### src/rtl/fp_addsub_param.sv
`timescale 1ns/1ps
`default_nettype none
// ============================================================================
// Module      : fp_addsub_param
// Description : Multi-cycle parametrised floating-point adder/subtractor with
//               RNE/truncate rounding, special-value handling and flags.
// Revision    : 1.0 - initial release
// ============================================================================
module fp_addsub_param #(
    parameter int EXP_W = 8,
    parameter int MAN_W = 23,
    localparam int W    = 1 + EXP_W + MAN_W
) (
    input  logic         clock,
    input  logic         reset,
    input  logic         start,
    input  logic         op,
    input  logic         rnd,
    input  logic [W-1:0] data_a,
    input  logic [W-1:0] data_b,
    output logic         busy,
    output logic         ready,
    output logic [W-1:0] data_o,
    output logic [3:0]   flags
);

    localparam int c_FW = MAN_W + 4;            // significand + guard/round/sticky
    localparam int c_XW = EXP_W + 2;            // exponent with carry headroom
    localparam int c_LW = $clog2(c_FW + 1);
    localparam logic [EXP_W-1:0] c_EXP_MAX = '1;
    localparam logic [W-1:0] c_QNAN = {1'b0, {EXP_W{1'b1}}, 1'b1, {(MAN_W-1){1'b0}}};

    typedef enum logic [2:0] {
        S_IDLE   = 3'd0,
        S_UNPACK = 3'd1,
        S_ALIGN  = 3'd2,
        S_ADDSUB = 3'd3,
        S_NORM   = 3'd4,
        S_ROUND  = 3'd5
    } state_t;

    state_t r_state, w_next;

    logic             r_go;
    logic [W-1:0]     r_a, r_b;
    logic             r_op, r_rnd;
    logic             r_spec;
    logic [W-1:0]     r_spec_data;
    logic [3:0]       r_spec_flags;
    logic             r_sa, r_sb;
    logic [EXP_W-1:0] r_ea, r_eb;
    logic [MAN_W:0]   r_ma, r_mb;
    logic [c_XW-1:0]  r_exp;
    logic [c_FW-1:0]  r_fl, r_fs, r_nf;
    logic [c_FW:0]    r_sum;
    logic             r_sign, r_sub;
    logic             r_ready;
    logic [W-1:0]     r_data_o;
    logic [3:0]       r_flags;

    // The accepting edge only captures operands; unpacking starts one edge later.
    logic w_accept;
    assign w_accept = (r_state == S_IDLE) && !r_go && start;

    always_ff @(posedge clock) begin
        if (reset) r_state <= S_IDLE;
        else       r_state <= w_next;
    end

    always_comb begin
        w_next = r_state;
        case (r_state)
            S_IDLE:   if (r_go) w_next = S_UNPACK;
            S_UNPACK: w_next = S_ALIGN;
            S_ALIGN:  w_next = S_ADDSUB;
            S_ADDSUB: w_next = S_NORM;
            S_NORM:   w_next = S_ROUND;
            S_ROUND:  w_next = S_IDLE;
            default:  w_next = S_IDLE;
        endcase
    end

    // Unpack and classify
    logic             w_sa, w_sb;
    logic [EXP_W-1:0] w_ea, w_eb;
    logic [MAN_W-1:0] w_fa, w_fb;
    logic             w_a_zero, w_b_zero, w_a_inf, w_b_inf, w_a_nan, w_b_nan;
    logic             w_spec;
    logic [W-1:0]     w_spec_data;
    logic [3:0]       w_spec_flags;

    assign w_sa     = r_a[W-1];
    assign w_sb     = r_b[W-1] ^ r_op;
    assign w_ea     = r_a[W-2:MAN_W];
    assign w_eb     = r_b[W-2:MAN_W];
    assign w_fa     = r_a[MAN_W-1:0];
    assign w_fb     = r_b[MAN_W-1:0];
    assign w_a_zero = (w_ea == '0);
    assign w_b_zero = (w_eb == '0);
    assign w_a_inf  = (w_ea == c_EXP_MAX) && (w_fa == '0);
    assign w_b_inf  = (w_eb == c_EXP_MAX) && (w_fb == '0);
    assign w_a_nan  = (w_ea == c_EXP_MAX) && (w_fa != '0);
    assign w_b_nan  = (w_eb == c_EXP_MAX) && (w_fb != '0);

    always_comb begin
        w_spec       = 1'b1;
        w_spec_data  = '0;
        w_spec_flags = 4'b0000;
        if (w_a_nan || w_b_nan || (w_a_inf && w_b_inf && (w_sa != w_sb))) begin
            w_spec_data  = c_QNAN;
            w_spec_flags = 4'b1000;
        end else if (w_a_inf) begin
            w_spec_data = {w_sa, c_EXP_MAX, {MAN_W{1'b0}}};
        end else if (w_b_inf) begin
            w_spec_data = {w_sb, c_EXP_MAX, {MAN_W{1'b0}}};
        end else if (w_a_zero && w_b_zero) begin
            w_spec_data = {w_sa & w_sb, {(W-1){1'b0}}};
        end else if (w_a_zero) begin
            w_spec_data = {w_sb, w_eb, w_fb};
        end else if (w_b_zero) begin
            w_spec_data = r_a;
        end else begin
            w_spec = 1'b0;
        end
    end

    // Align: larger magnitude first, smaller shifted right with sticky
    logic             w_a_big, w_sl;
    logic [EXP_W-1:0] w_el, w_es, w_diff;
    logic [MAN_W:0]   w_ml, w_ms;
    logic [31:0]      w_shamt;
    logic [c_FW-1:0]  w_fsh, w_al;

    always_comb begin
        w_a_big = {r_ea, r_ma} >= {r_eb, r_mb};
        if (w_a_big) begin
            w_el = r_ea; w_es = r_eb; w_ml = r_ma; w_ms = r_mb; w_sl = r_sa;
        end else begin
            w_el = r_eb; w_es = r_ea; w_ml = r_mb; w_ms = r_ma; w_sl = r_sb;
        end
        w_diff  = w_el - w_es;
        w_shamt = 32'(w_diff);
        w_fsh   = {w_ms, 3'b000};
        if (w_shamt >= 32'(MAN_W + 3))
            w_al = c_FW'(1);
        else
            w_al = (w_fsh >> w_shamt) | c_FW'(|(w_fsh & ~({c_FW{1'b1}} << w_shamt)));
    end

    // Normalise: carry shifts right, otherwise leading-zero shift left
    logic [c_LW-1:0] w_lzc;
    logic [c_FW-1:0] w_nf;
    logic [c_XW-1:0] w_nexp;
    logic            w_uflow, w_zero;

    always_comb begin
        w_lzc = '0;
        for (int i = 0; i < c_FW; i++)
            if (r_sum[i]) w_lzc = c_LW'(c_FW - 1 - i);
        w_nf    = r_sum[c_FW-1:0] << w_lzc;
        w_nexp  = r_exp - c_XW'(w_lzc);
        w_uflow = 32'(r_exp) <= 32'(w_lzc);
        w_zero  = (r_sum == '0);
        if (r_sum[c_FW]) begin
            w_nf    = {r_sum[c_FW:2], r_sum[1] | r_sum[0]};
            w_nexp  = r_exp + c_XW'(1);
            w_uflow = 1'b0;
        end
    end

    // Round
    logic [MAN_W:0]   w_mant;
    logic [MAN_W+1:0] w_mr;
    logic [MAN_W-1:0] w_frac;
    logic [c_XW-1:0]  w_rexp;
    logic             w_g, w_r, w_s, w_inc, w_ovf;
    logic [W-1:0]     w_rdata;
    logic [3:0]       w_rflags;

    always_comb begin
        w_mant = r_nf[c_FW-1:3];
        w_g    = r_nf[2];
        w_r    = r_nf[1];
        w_s    = r_nf[0];
        w_inc  = !r_rnd && w_g && (w_r || w_s || w_mant[0]);
        w_mr   = {1'b0, w_mant} + (MAN_W+2)'(w_inc);
        if (w_mr[MAN_W+1]) begin
            w_rexp = r_exp + c_XW'(1);
            w_frac = w_mr[MAN_W:1];
        end else begin
            w_rexp = r_exp;
            w_frac = w_mr[MAN_W-1:0];
        end
        w_ovf = w_rexp >= c_XW'(c_EXP_MAX);
        if (w_ovf) begin
            w_rflags = 4'b0101;
            if (r_rnd) w_rdata = {r_sign, {(EXP_W-1){1'b1}}, 1'b0, {MAN_W{1'b1}}};
            else       w_rdata = {r_sign, c_EXP_MAX, {MAN_W{1'b0}}};
        end else begin
            w_rflags = {3'b000, w_g | w_r | w_s};
            w_rdata  = {r_sign, w_rexp[EXP_W-1:0], w_frac};
        end
    end

    always_ff @(posedge clock) begin
        if (reset) begin
            r_go     <= 1'b0;
            r_ready  <= 1'b0;
            r_data_o <= '0;
            r_flags  <= 4'b0000;
        end else begin
            r_go    <= w_accept;
            r_ready <= 1'b0;
            if (w_accept) begin
                r_a   <= data_a;
                r_b   <= data_b;
                r_op  <= op;
                r_rnd <= rnd;
            end
            case (r_state)
                S_UNPACK: begin
                    r_spec       <= w_spec;
                    r_spec_data  <= w_spec_data;
                    r_spec_flags <= w_spec_flags;
                    r_sa <= w_sa;
                    r_sb <= w_sb;
                    r_ea <= w_ea;
                    r_eb <= w_eb;
                    r_ma <= {1'b1, w_fa};
                    r_mb <= {1'b1, w_fb};
                end
                S_ALIGN: begin
                    r_exp  <= {2'b00, w_el};
                    r_fl   <= {w_ml, 3'b000};
                    r_fs   <= w_al;
                    r_sign <= w_sl;
                    r_sub  <= r_sa ^ r_sb;
                end
                S_ADDSUB: begin
                    if (r_sub) r_sum <= {1'b0, r_fl} - {1'b0, r_fs};
                    else       r_sum <= {1'b0, r_fl} + {1'b0, r_fs};
                end
                S_NORM: begin
                    r_nf  <= w_nf;
                    r_exp <= w_nexp;
                    // Exact cancellation is +0; exponent underflow flushes to signed zero.
                    if (!r_spec && w_zero) begin
                        r_spec       <= 1'b1;
                        r_spec_data  <= '0;
                        r_spec_flags <= 4'b0000;
                    end else if (!r_spec && w_uflow) begin
                        r_spec       <= 1'b1;
                        r_spec_data  <= {r_sign, {(W-1){1'b0}}};
                        r_spec_flags <= 4'b0011;
                    end
                end
                S_ROUND: begin
                    r_ready  <= 1'b1;
                    r_data_o <= r_spec ? r_spec_data  : w_rdata;
                    r_flags  <= r_spec ? r_spec_flags : w_rflags;
                end
                default: ;
            endcase
        end
    end

    assign busy   = (r_state != S_IDLE);
    assign ready  = r_ready;
    assign data_o = r_data_o;
    assign flags  = r_flags;

endmodule
`default_nettype wire

### config.mk
export PLATFORM = sky130hd
export DESIGN_NAME = fp_addsub_param
export DESIGN_NICKNAME = d
export VERILOG_FILES = /design/src/rtl/fp_addsub_param.sv
export SDC_FILE = /design/constraint.sdc
export NUM_CORES = 1
export LEC_CHECK = 0
export ABC_AREA = 1
export BUFFER_PORTS_ARGS = -buffer_cell sky130_fd_sc_hd__buf_4
export CORE_UTILIZATION = 45
export DETAILED_ROUTE_END_ITERATION = 16
export PLACE_DENSITY = 0.63
export SLEW_MARGIN = 10
export SYNTH_ARGS = -nofsm -noshare
export SYNTH_HDL_FRONTEND = slang
export SYNTH_SLANG_ARGS = --single-unit
### constraint.sdc
create_clock -name clock -period 6.45 [get_ports clock]
set_clock_uncertainty 0.15 [all_clocks]
set_input_delay 1.29 -clock clock [delete_from_list [all_inputs] [get_ports clock]]
set_output_delay 1.29 -clock clock [all_outputs]
set_load 0.1 [all_outputs]
### After elaboration in Yosys (flattened, before gate mapping)

Index checks and enable logic that the tools add are counted.

| operators by class | value |
|---|---|
| $add $sub $neg | 6 |
| bitwise operators | 10 |
| muxes and demuxes | 69 |
| eq/ne operators | 10 |
| magnitude comparators | 4 |
| reductions and logical operators | 39 |
| shifts and indexed selects | 3 |

Operators by type and width:

| operator | number |
|---|---|
| $mux W32 | 9 |
| $mux W5 | 27 |
| $mux W23 | 3 |
| $pmux W32 S2 | 1 |
| $logic_not A23 Y1 | 2 |
| $reduce_bool A23 Y1 | 2 |
| $ge A32 B32 Y1 | 1 |
| $mux W31 | 1 |
| $add A27 B27 Y28 | 1 |
| $logic_not A28 Y1 | 1 |
| $mux W28 | 1 |
| $sub A27 B27 Y28 | 1 |
| $and A27 B27 Y27 | 1 |
| $not A27 Y27 | 1 |
| $or A27 B1 Y27 | 1 |
| $reduce_or A27 Y1 | 1 |
| $shl A27 B5 Y27 | 1 |
| $shl A27 B8 Y27 const A | 1 |
| $shr A27 B8 Y27 | 1 |
| $mux W26 | 1 |
| $add A24 B1 Y25 | 1 |
| $mux W24 | 1 |
| $mux W10 | 2 |
| $pmux W10 S2 | 1 |
| 33 further kinds | 78 |

| word-level totals | value |
|---|---|
| input bits | 69 |
| output and inout port bits | 38 |
| word-level logic and storage cells | 167 |
| register bits | 326 |

### Logic depth before layout (Yosys ltp)

| depth | value |
|---|---|
| word-level depth | 33 |
| depth in mapped cells | 44 |
| mapped depth without buffers | 43 |

### Least setup slack after synthesis

OpenSTA, ideal clock, no wires.

| path | value |
|---|---|
| path type | register -> register |
| start point | register r_sum[2] |
| end point | register r_spec (enable) |
| data arrival time | 4.751 ns |
| stages on the path, launching flop included | 37 |
| setup slack | 1.109 ns |
| library setup time | 0.440 ns |
| path through | edfxtp_1 > inv_1 > nand2_1 > nand2_1 > nand2_1 > nand2_1 > nand2_1 > nand2_1 > nand2_1 > nand2_1 > nand2_1 > nand2_1 > nand2_1 > nand2_1 > nand2_1 > nand2_1 > nand2_1 > nand2_1 > nand2_1 > nand2_1 > nand2_1 > nand2_1 > nand2_1 > nand2_1 > nand2_1 > nand2_1 > clkbuf_1 > ha_1 > fa_1 > o21ai_0 > inv_1 > nor2_1 > inv_1 > nand2_1 > o41ai_1 > a41oi_1 > o22ai_1 |

| between the ends | value |
|---|---|
| cells in the longest elaborated chain, start to end | 30 |
| elaborated cells on any way between the ends | 32 |

Ends and longest elaborated chain:

| item | RTL line | text |
|---|---|---|
| start, declared | 55 | `logic [c_FW:0] r_sum;` |
| start signal, assigned | 240 | `if (r_sub) r_sum <= {1'b0, r_fl} - {1'b0, r_fs};` |
| start signal, assigned | 241 | `else r_sum <= {1'b0, r_fl} + {1'b0, r_fs};` |
| $mux W5 (25 in a row) | 159 | `if (r_sum[i]) w_lzc = c_LW'(c_FW - 1 - i);` |
| $le A10 B5 Y1 | 162 | `w_uflow = 32'(r_exp) <= 32'(w_lzc);` |
| $mux W1 | 164 | `if (r_sum[c_FW]) begin` |
| $logic_and A1 B1 Y1 | 251 | `end else if (!r_spec && w_uflow) begin` |
| $ne A3 B3 Y1 (no source line) (*) | n/a |  |
| $reduce_and A3 Y1 (no source line) (*) | n/a |  |
| end signal, assigned | 222 | `r_spec <= w_spec;` |
| end, declared | 47 | `logic r_spec;` |

Every way passes the cells marked *; elsewhere a longest branch is shown, timed or not.
A chain may end at the register's enable or synchronous reset.

### Worst setup path in the final report

| path | value |
|---|---|
| start point | register r_ea[5] |
| end point | register r_fs[0], data pin |

| between the ends | value |
|---|---|
| cells in the longest elaborated chain, start to end | 8 |
| elaborated cells on any way between the ends | 12 |

Ends and longest elaborated chain:

| item | RTL line | text |
|---|---|---|
| start, declared | 51 | `logic [EXP_W-1:0] r_ea, r_eb;` |
| start signal, assigned | 227 | `r_ea <= w_ea;` |
| $ge A32 B32 Y1 | 135 | `w_a_big = {r_ea, r_ma} >= {r_eb, r_mb};` |
| $mux W8 | 136 | `if (w_a_big) begin` |
| $sub A8 B8 Y8 | 141 | `w_diff = w_el - w_es;` |
| $shl A27 B8 Y27 | 147 | `w_al = (w_fsh >> w_shamt) \| c_FW'(\|(w_fsh & ~({c_FW{1'b1}} << w_shamt)));` |
| $not A27 Y27 | 147 |  |
| $and A27 B27 Y27 | 147 |  |
| $reduce_or A27 Y1 | 147 |  |
| $or A27 B1 Y27 | 147 |  |
| end signal, assigned | 235 | `r_fs <= w_al;` |
| end, declared | 54 | `logic [c_FW-1:0] r_fl, r_fs, r_nf;` |

Parallel ways exist; a longest one is shown, timed or not.

==> summary by stage <==
Detailed routing
The first TritonRoute pass finished after 6 iterations. For this block, the initial DRC count from the detailed router was around 1500. In the routed design, unresolved DRC markers number 0.

In this run the remaining antenna-violating nets after routing total 0. The final wirelength is 61700 um. Summing over every cut layer, the via total after detailed routing is 17568. The routed wirelength normalized by instance count is 19.5 um. In the routed layout, each cell is associated on average with a via count of 5.54.

Pwr
The internal power summed over all cells is 0.00464 W. The share of total power in the clock network is 27.2%. The power density of the placed cells is 340 mW/mm^2.

The fraction of power spent switching nets is between 30% and 40%. VDD sags by at most 0.229 mV. The part of the power in registers is 36.8%. Summed over all nets, the switching power comes to 0.00304 W. Combinational logic is responsible for between 30% and 40% of the overall power. The reported leakage power is 9.75 nW.

Placement
The total half-perimeter wirelength after legalization and detailed placement is 47900 um. The count of buffers from port buffering is 106. OpenSTA, run right after detailed placement, puts the worst setup slack at 1.57 ns. Routability-driven placement finished with a final weighted congestion of 0.963. The placed cell area is between 0.02 and 0.025 mm^2.

Status
The run finished with clean final reports.

Finish
The area growth from synthesis to layout is 13.1%. Of the cells placed in the final design, the portion with a size suffix greater than 1 is 9.32%. After filler insertion, the fill cell instance count of the layout stands at ~4200. The net count reported at finish is 2716. The finished layout cell area is 0.0226 mm^2.

STA
Setup repair after global routing left no endpoint under its margin. Setup slack on the critical path of the routed design comes to 1.51 ns. The smallest clock period supported by the final layout is computed as 4.94 ns. The number of endpoints failing setup at the final stage is 0. The max-slew violation total from the final report is 0. For the pin with the worst max-slew slack, the measured transition is between 1 and 1.5 ns. The worst max-slew margin expressed relative to the limit is 22.4%.

Setup total negative slack on the finished layout was measured at 0 ns. The number of failing hold endpoints at the final stage is 0. For this run, the top clock speed supported by timing is roughly 200 MHz. The final worst-path cycle share is 76.6%.

Critical path
Counting stages on the worst path, the most repeated cell is sky130_fd_sc_hd__nand2_1. The critical path class is flop to flop. The endpoint class of the critical path is a flop. The arrival time at the worst endpoint is roughly 5.1 ns.

The largest fanout on the critical path is 61. The critical path startpoint category is a flop. The cell at the slowest stage of the critical path is sky130_fd_sc_hd__nor2_4. The startpoint identified for the worst register-to-register timing path is r_ea[5]. Counting cells, the worst reg-to-reg path comes to 23. The critical register-to-register path endpoint is r_fs[0]. The slack of the worst reg-to-reg path is about 1.5 ns. For the worst setup path, the data required time is 6.60 ns. Traced cell by cell, the critical path runs through ha_1, nand2_1, nor3_2, nand4_1, nor4_2, nand2_2, nand2_2, buf_4, nand2_1, nand3_1, nand2_1, a21oi_2, nand3_1, nand2_2, nand2_4, nor2_4, nand2_1, nand2_1, a21oi_1, o21ai_0, nand2_1, nor2_1, nand3_1.

The peak per-stage delay on the critical path is 0.47 ns.

Die
The initial core utilization is 46.0%. The count of boundary I/O pins is about 110. The area of the die is 0.0452 mm^2. The overall die width is 213 um. The floorplan step defined a core boundary enclosing around 0.043 mm^2. The floorplan has 76 rows.

From bottom edge to top edge, the die measures 213 um.

Synthesis
After synthesis, the netlist uses 63 different library cells. Of the synthesized area, sequential elements account for 46.5%. In this run the biggest area consumer among cell types represents 42.4% of the synthesized area. Among all cell types in the netlist, the one instantiated most often is sky130_fd_sc_hd__nand2_1.

Counting every net in the synthesized netlist gives 2637. The average instance area after synthesis is 8.06 um^2. The most area-hungry cell type in the Yosys netlist is sky130_fd_sc_hd__edfxtp_1. Yosys mapped a number of flops with a built-in enable equal to 282. For this run, asynchronously set or reset flops after synthesis account for 0%. In the synthesized netlist the dominant register cell turns out to be sky130_fd_sc_hd__edfxtp_1. The post-synthesis cell area is 0.0200 mm^2. The number of warnings reported in the yosys synthesis log is 0. Counting instances in the post-synthesis netlist gives the leading cell types as 645 x sky130_fd_sc_hd__nand2_1, 292 x sky130_fd_sc_hd__inv_1, 282 x sky130_fd_sc_hd__edfxtp_1. Ranked by total cell area, the synthesized netlist is headed by sky130_fd_sc_hd__edfxtp_1 42%, sky130_fd_sc_hd__nand2_1 12%, sky130_fd_sc_hd__nand3_1 5.9%. The gate count of the mapped netlist is 2479. The synthesis-stage register bit count is 323.

Min path
For hold timing, the worst endpoint is r_mb[2]. The startpoint of the worst hold path is r_b[2]. The kind of path behind the tightest hold check is flop to flop. The number of cells on the worst hold path is 0.

Global route
Entering global routing, the biggest net connects 66 pins. The global-route wire length before repair is 94600 um. The initial antenna violation count is 0. Global routing used between 20 and 30% of the available tracks. The sum of overflow across all layers after global routing is 0. The number of global-route vias before repair is 16643.

Clocking
For the worst-skew pair, the clock arrives at the later sink with an insertion delay of 0.56 ns. The TritonCTS clock tree is yes. The number of hold buffers added after CTS was 0.

The clock-pin slew on the worst setup and hold paths is 0.07 ns. CTS placed an instance of sky130_fd_sc_hd__clkbuf_16 at the clock tree root. The count of cells resized by post-cts repair is 0. For this design, the sink count on the clock tree is 323. The number of clock buffers added by TritonCTS is 37. The buffer depth of the longest clock path is 3.

The H-tree depth is 2. Buffers added to address setup during post-CTS repair amount to 0.

Flow run
The tool flagged a number of max-cap violations equal to 0.
## layer usage
layer | vias up | wire (um) | global-route usage, %
met1 | 8252 | 27900 | 38.2
met2 | 631 | 27000 | 42.3
met4 | 0 | 2530 | 11.6
li1 | 8583 | - | -
met3 | 102 | 4210 | 5.22
met5 | - | 0 | 0
## kinds of logic after synthesis
group / synth area share, %
flip-flops: 46.5
AND/OR/NAND/NOR: 25.2
buffers and inverters: 7.64
XOR/XNOR: 2.36
adder cells (fa/ha/maj): 5.65
multiplexers: 0.0501
AO/OA/AOI/OAI: 12.6
## worst max-delay path by stage
stage                   from               to  cells after the start
floorplan           r_sum[2]           r_spec                     36
global placement    r_sum[2]  r_spec_data[13]                     35
detailed placement   r_ea[4]          r_fs[0]                     23
CTS                  r_ea[4]          r_fs[0]                     23
global route         r_ea[5]          r_fs[0]                     23
finish               r_ea[5]          r_fs[0]                     23
## power by group through the flow
stage	Combinational, W	Sequential [W]	Clock [W]
2_1_floorplan	0.00192	0.00281	0
3_3_place_gp	0.00271	0.00286	0
3_5_place_dp	0.00271	0.00286	0
4_1_cts	0.00273	0.00282	0.00213
5_1_grt	0.00306	0.00284	0.00220
6_report	0.00277	0.00282	0.00209
## worst max-delay path, delay by kind of cell (launching register included)
kind            cells  cell delay [ns]
simple gates       18             2.85
fa+ha+maj           1             0.42
compound gates      3             0.38
flops               1             0.42
buf+inv             1             0.45
## through the flow
stage / total power, W / util [%] / cells / hold WS [ns]
2_1_floorplan: 0.00473 / - / 2479 / 0.276
3_3_place_gp: 0.00556 / 49.2 / 3104 / 0.289
3_5_place_dp: 0.00557 / 49.2 / 3104 / 0.290
4_1_cts: 0.00767 / 52.0 / 3171 / 0.301
5_1_grt: 0.00811 / 52.0 / 3171 / 0.315
6_report: 0.00768 / 52.0 / 3172 / 0.303
## layout make-up
| type | count | area (um^2) | share of cell area, % |
|---|---|---|---|
| diodes | 1 | 2.50 | 0.0111 |
| clock buffers | 44 | 952 | 4.22 |
| clock inverters | 23 | 250 | 1.11 |
| inverters | 305 | 1140 | 5.07 |
| multi-input cells | 1757 | 9210 | 40.8 |
| flip-flops and latches | 323 | 9290 | 41.1 |
| well taps | 585 | 732 | 3.24 |
| repair buffers | 134 | 1010 | 4.45 |
## registers in the layout (all words and copies together) (netlist names), 2 cells and up
signal and count:
r_b 32, r_spec_flags 2, r_nf 27, r_exp 10, r_sum 28, r_fs 27
r_ma 23, flags 4, r_state 3, r_ea 8, r_mb 23, r_fl 23
r_eb 8, data_o 32, r_a 32, r_spec_data 32
## layout by cell type, fill, tap and decap left out, drive strengths merged, types with 16 or more instances in the layout
master and count:
nor2 199, dfxtp 41, nand2 652, xor2 46, clkinv 17, a21oi 134
ha 87, nor4 20, a211oi 16, o22ai 16, inv 306, o211ai 44
buf 134, edfxtp 282, nor3 28, nand3 238, nand4 25, o21ai 162
clkbuf 44
No activity file was read; power rests on OpenSTA's default activity.
